<file path="src/rtl/dffsre_chain_ift.sv">
// DEPTH-stage, WIDTH-bit shift chain with synchronous clear/set/enable and per-stage IFT taint labels.
// Optional `DFFSRE_CHAIN_PRECISE_EN: EN_t/CLK_t only taint a stage whose next value would differ under EN.
module dffsre_chain_ift #(
    parameter int WIDTH = 4,
    parameter int DEPTH = 3,
    parameter int TW    = 32
) (
    input  logic                       CLK,
    input  logic [TW-1:0]              CLK_t,
    input  logic                       CLR_N,
    input  logic [TW-1:0]              CLR_t,
    input  logic                       SET,
    input  logic [TW-1:0]              SET_t,
    input  logic                       EN,
    input  logic [TW-1:0]              EN_t,
    input  logic [WIDTH-1:0]           D,
    input  logic [TW-1:0]              D_t,
    output logic [WIDTH-1:0]           Q,
    output logic [TW-1:0]              Q_t,
    output logic [$clog2(DEPTH+1)-1:0] FILL,
    output logic                       FULL
);

    localparam int FW = $clog2(DEPTH + 1);
    localparam logic [FW-1:0] FILL_MAX = FW'(DEPTH);

    logic [DEPTH-1:0][WIDTH-1:0] data_q;
    logic [DEPTH-1:0][TW-1:0]    taint_q;
    logic [FW-1:0]               fill_q;

    logic [DEPTH-1:0][WIDTH-1:0] src_d;
    logic [DEPTH-1:0][TW-1:0]    src_t;
    logic [DEPTH-1:0][TW-1:0]    stage_ct;

    for (genvar g = 0; g < DEPTH; g++) begin : g_src
        if (g == 0) begin : g_head
            assign src_d[g] = D;
            assign src_t[g] = D_t;
        end else begin : g_body
            assign src_d[g] = data_q[g-1];
            assign src_t[g] = taint_q[g-1];
        end

`ifdef DFFSRE_CHAIN_PRECISE_EN
        // EN only influences this stage when shifting would actually change its value
        assign stage_ct[g] = CLR_t | SET_t | ((src_d[g] != data_q[g]) ? (EN_t | CLK_t) : '0);
`else
        assign stage_ct[g] = CLK_t | CLR_t | SET_t | EN_t;
`endif
    end

    always_ff @(posedge CLK) begin
        if (!CLR_N) begin
            for (int unsigned i = 0; i < DEPTH; i++) begin
                data_q[i]  <= '0;
                taint_q[i] <= CLR_t;
            end
            fill_q <= '0;
        end else if (SET) begin
            for (int unsigned i = 0; i < DEPTH; i++) begin
                data_q[i]  <= '1;
                taint_q[i] <= CLK_t | CLR_t | SET_t;
            end
            fill_q <= FILL_MAX;
        end else if (EN) begin
            for (int unsigned i = 0; i < DEPTH; i++) begin
                data_q[i]  <= src_d[i];
                taint_q[i] <= src_t[i] | stage_ct[i];
            end
            if (fill_q != FILL_MAX) begin
                fill_q <= fill_q + 1'b1;
            end
        end else begin
            for (int unsigned i = 0; i < DEPTH; i++) begin
                taint_q[i] <= taint_q[i] | stage_ct[i];
            end
        end
    end

    assign Q    = data_q[DEPTH-1];
    assign Q_t  = taint_q[DEPTH-1];
    assign FILL = fill_q;
    assign FULL = (fill_q == FILL_MAX);

endmodule

</file>
<file path="config.mk">
export PLATFORM = sky130hd
export DESIGN_NAME = dffsre_chain_ift
export DESIGN_NICKNAME = d
export VERILOG_FILES = /design/src/rtl/dffsre_chain_ift.sv
export SDC_FILE = /design/constraint.sdc
export NUM_CORES = 1
export LEC_CHECK = 0
export BUFFER_PORTS_ARGS = -buffer_cell sky130_fd_sc_hd__buf_2
export CORE_MARGIN = 2
export CORE_UTILIZATION = 33
export CTS_BUF_LIST = sky130_fd_sc_hd__clkbuf_4 sky130_fd_sc_hd__clkbuf_8
export DETAILED_ROUTE_END_ITERATION = 16
export HOLD_SLACK_MARGIN = 0.08
export SLEW_MARGIN = 20
export SYNTH_ARGS = -nofsm -noshare
export SYNTH_HDL_FRONTEND = slang
export SYNTH_SLANG_ARGS = --single-unit
export TNS_END_PERCENT = 30
</file>
<file path="constraint.sdc">
create_clock -name CLK -period 1.7 [get_ports CLK]
set_input_delay 0.085 -clock CLK [delete_from_list [all_inputs] [get_ports CLK]]
set_output_delay 0.085 -clock CLK [all_outputs]
set_load 0.05 [all_outputs]
</file>
==> results.ini <==
[status]
status = finished with violations
violations = negative setup slack

[sta]
rsz0062_at_grt = true
min_period_ps = 1720
slew_headroom = 0.599
fin_tns_setup_ps = -18.8
skew_ps = 12.8
maxSlewViolCount = 0
max_freq_ghz = 0.582
worst_slew_pin_slew_ps = 596
final_hold_viol_count = 0
fin_crit_sh = 1.01
fin_ws_ps = -18.8
setup_viol_count_final = 1

[setup_path]
critPathMaxFanout = 3
path_class = primary input to flip-flop
crit_required_ps = 1970
cp.arrival_ps = 1980
cp-start-kind = primary input
worstSetupEndpointType = flip-flop

[route]
wl_per_cell_um = 15.4
drc_errors = 0
ant_nets = 0
via_per_inst = 5.20
finalWirelength_um = 15200
dr.pass1.iters = 4
wl_met1_um = 6260
wl_met2_um = 7720
wl_met3_um = 828
route.top_layer_used = met5
vias = 5151
drt_iter0_drc = 165

[placed_design]
gp_congestion = 0.811
dpl_worst_slack_ps = 358
port_buffers = 206
dp_hpwl_um = 9880

[synthesis]
synthTopCellsByArea = dfxtp_1, mux2i_1, a211oi_1
mappedNetlistArea_um2 = 5140
postSynthAreaPerCell_um2 = 11.2
syn_nets = 627
ys_seq_area_frac = 0.428
yosysUniqueCellTypes = 17
synth_area_leader_cell = dfxtp_1
postSynthRegisterBits = 110
netlist.area_leader.share = 0.428
ys_warn_count = 0
synth_cells = 458

[floorplan]
die-height_um = 129
ioPinCount = 207
initial_utilization = 0.338
die-area_um2 = 16600
rows = 45
core_um2 = 15200
die_w_um = 129

[cells_and_area]
fillers = 1340
layout_common_cells = buf_2, dlygate4sd3_1, dfxtp_1, mux2i_1, a211oi_1
multi_input_area_um2 = 2770
layout-drive-gt1-share = 0.335
final_common_cell = buf_2
diodes = 0
fin_nets = 966
final-seq-area_um2 = 2200
syn_to_final_growth_pct = 54.9

[global_route]
grt_pass1_vias = 5290
grt_max_degree = 35
grt_usage = 0.177
grt_pass1_wl_um = 23800
antenna_found_initial = 0
overflow = 0

[clock_tree]
ctsHtreeMaxLevel = 3
cts-root-buf = clkbuf_8
path_clk_slew_ps = 100
numClockSinks = 110
clk_latency_ps = 370
cts_tree = done
cts_buffers = 9
cts_buffer_depth = 2

[pwr]
net-switching-power_mw = 1.78
irDropWorstVdd_mv = 0.382
intPower_mw = 4.25
p_leak_nw = 3.42
combPwrFrac = 0.245
power_density_nw_per_um2 = 757
pwr-share-clk = 0.274
switching_share = 0.295
pwr-share-seq = 0.481
power_mw = 6.03

[flow_run]
maxCapViolations = 0

[worst_hold_path]
worstHoldPathType = primary input to flip-flop

[logic make-up (layout without fill, tap and decap cells)]
group | Yosys count | in the layout | synth area share
AOI/OAI and AO/OA | 110 | 110 | 0.155
DFF | 110 | 110 | 0.428
muxes | 108 | 108 | 0.210
and+or+nand+nor | 101 | 101 | 0.148
buffers and inverters | 28 | 372 | 0.0565
adders and majority gates | 1 | 1 | 0.00243
[cell type report]
class                   count  area share
multi-input cells         320       0.348
repair buffers            354       0.319
flip-flops and latches    110       0.277
well taps                 188      0.0295
clock buffers              12      0.0192
clock inverters             4     0.00691
inverters                   2    0.000943
[worst paths after layout]
check	start	end	slack [ps]	depth (start not counted)
worst max-delay path	CLR_t[28]	Q_t[28]	-20	5
worst min-delay path	EN_t[16]	src_t[48]	80	3
worst min register to register	data_q[3]	data_q[3]	550	2
worst max register to register	src_t[56]	src_t[56]	330	3
[layer usage]
layer  up-vias  track usage
met2       179        0.317
met4         2       0.0767
met5         -            0
li1       2503            -
met3        40       0.0407
met1      2427        0.200
[worst max-delay path: stages]
cell and delay (ps):
dlygate4sd3_1 530, buf_2 130, nor4_1 510, a211oi_1 140, dlygate4sd3_1 590
[per-stage QoR]
stage,cell area (um^2),cells,util,hold WS [ps]
2_1_floorplan,5140,458,-,286
3_3_place_gp,6220,833,0.409,382
3_5_place_dp,6220,833,0.409,391
4_1_cts,7840,990,0.516,80.5
5_1_grt,7960,990,0.524,94.5
6_report,7960,990,0.524,83.6
[power groups by stage]
stage | registers (mW) | clock network [mW] | logic, mW
6_report | 2.90 | 1.65 | 1.48
5_1_grt | 2.92 | 1.81 | 1.59
4_1_cts | 2.90 | 1.72 | 1.44
3_5_place_dp | 2.96 | 0 | 1.16
3_3_place_gp | 2.94 | 0 | 1.13
2_1_floorplan | 3.15 | 0 | 0.556
[Yosys cell counts (all sizes together)]
cell type  count
dfxtp        110
mux2i        108
a211oi        98
nor2          34
nor4b         33
nor4          32
buf           19
a21oi         12
clkbuf         7
inv            2
ha             1
nand2b         1
nor4bb         1
[registers in the layout, summed over array words and instances (netlist names)]
register	count
FILL	2
Q	4
Q_t	32
data_q	8
src_t	64
[timing repair]
| item | CTS | global route |
|---|---|---|
| buffers inserted | 0 | 0 |
| endpoints found under the setup margin | 0 | 30 |
| resized for setup | 0 | 20 |
| hold buffers | 141 | 0 |
| hold endpoints to repair | 82 | 0 |
Note: power is estimated with default switching activity, not from simulation.
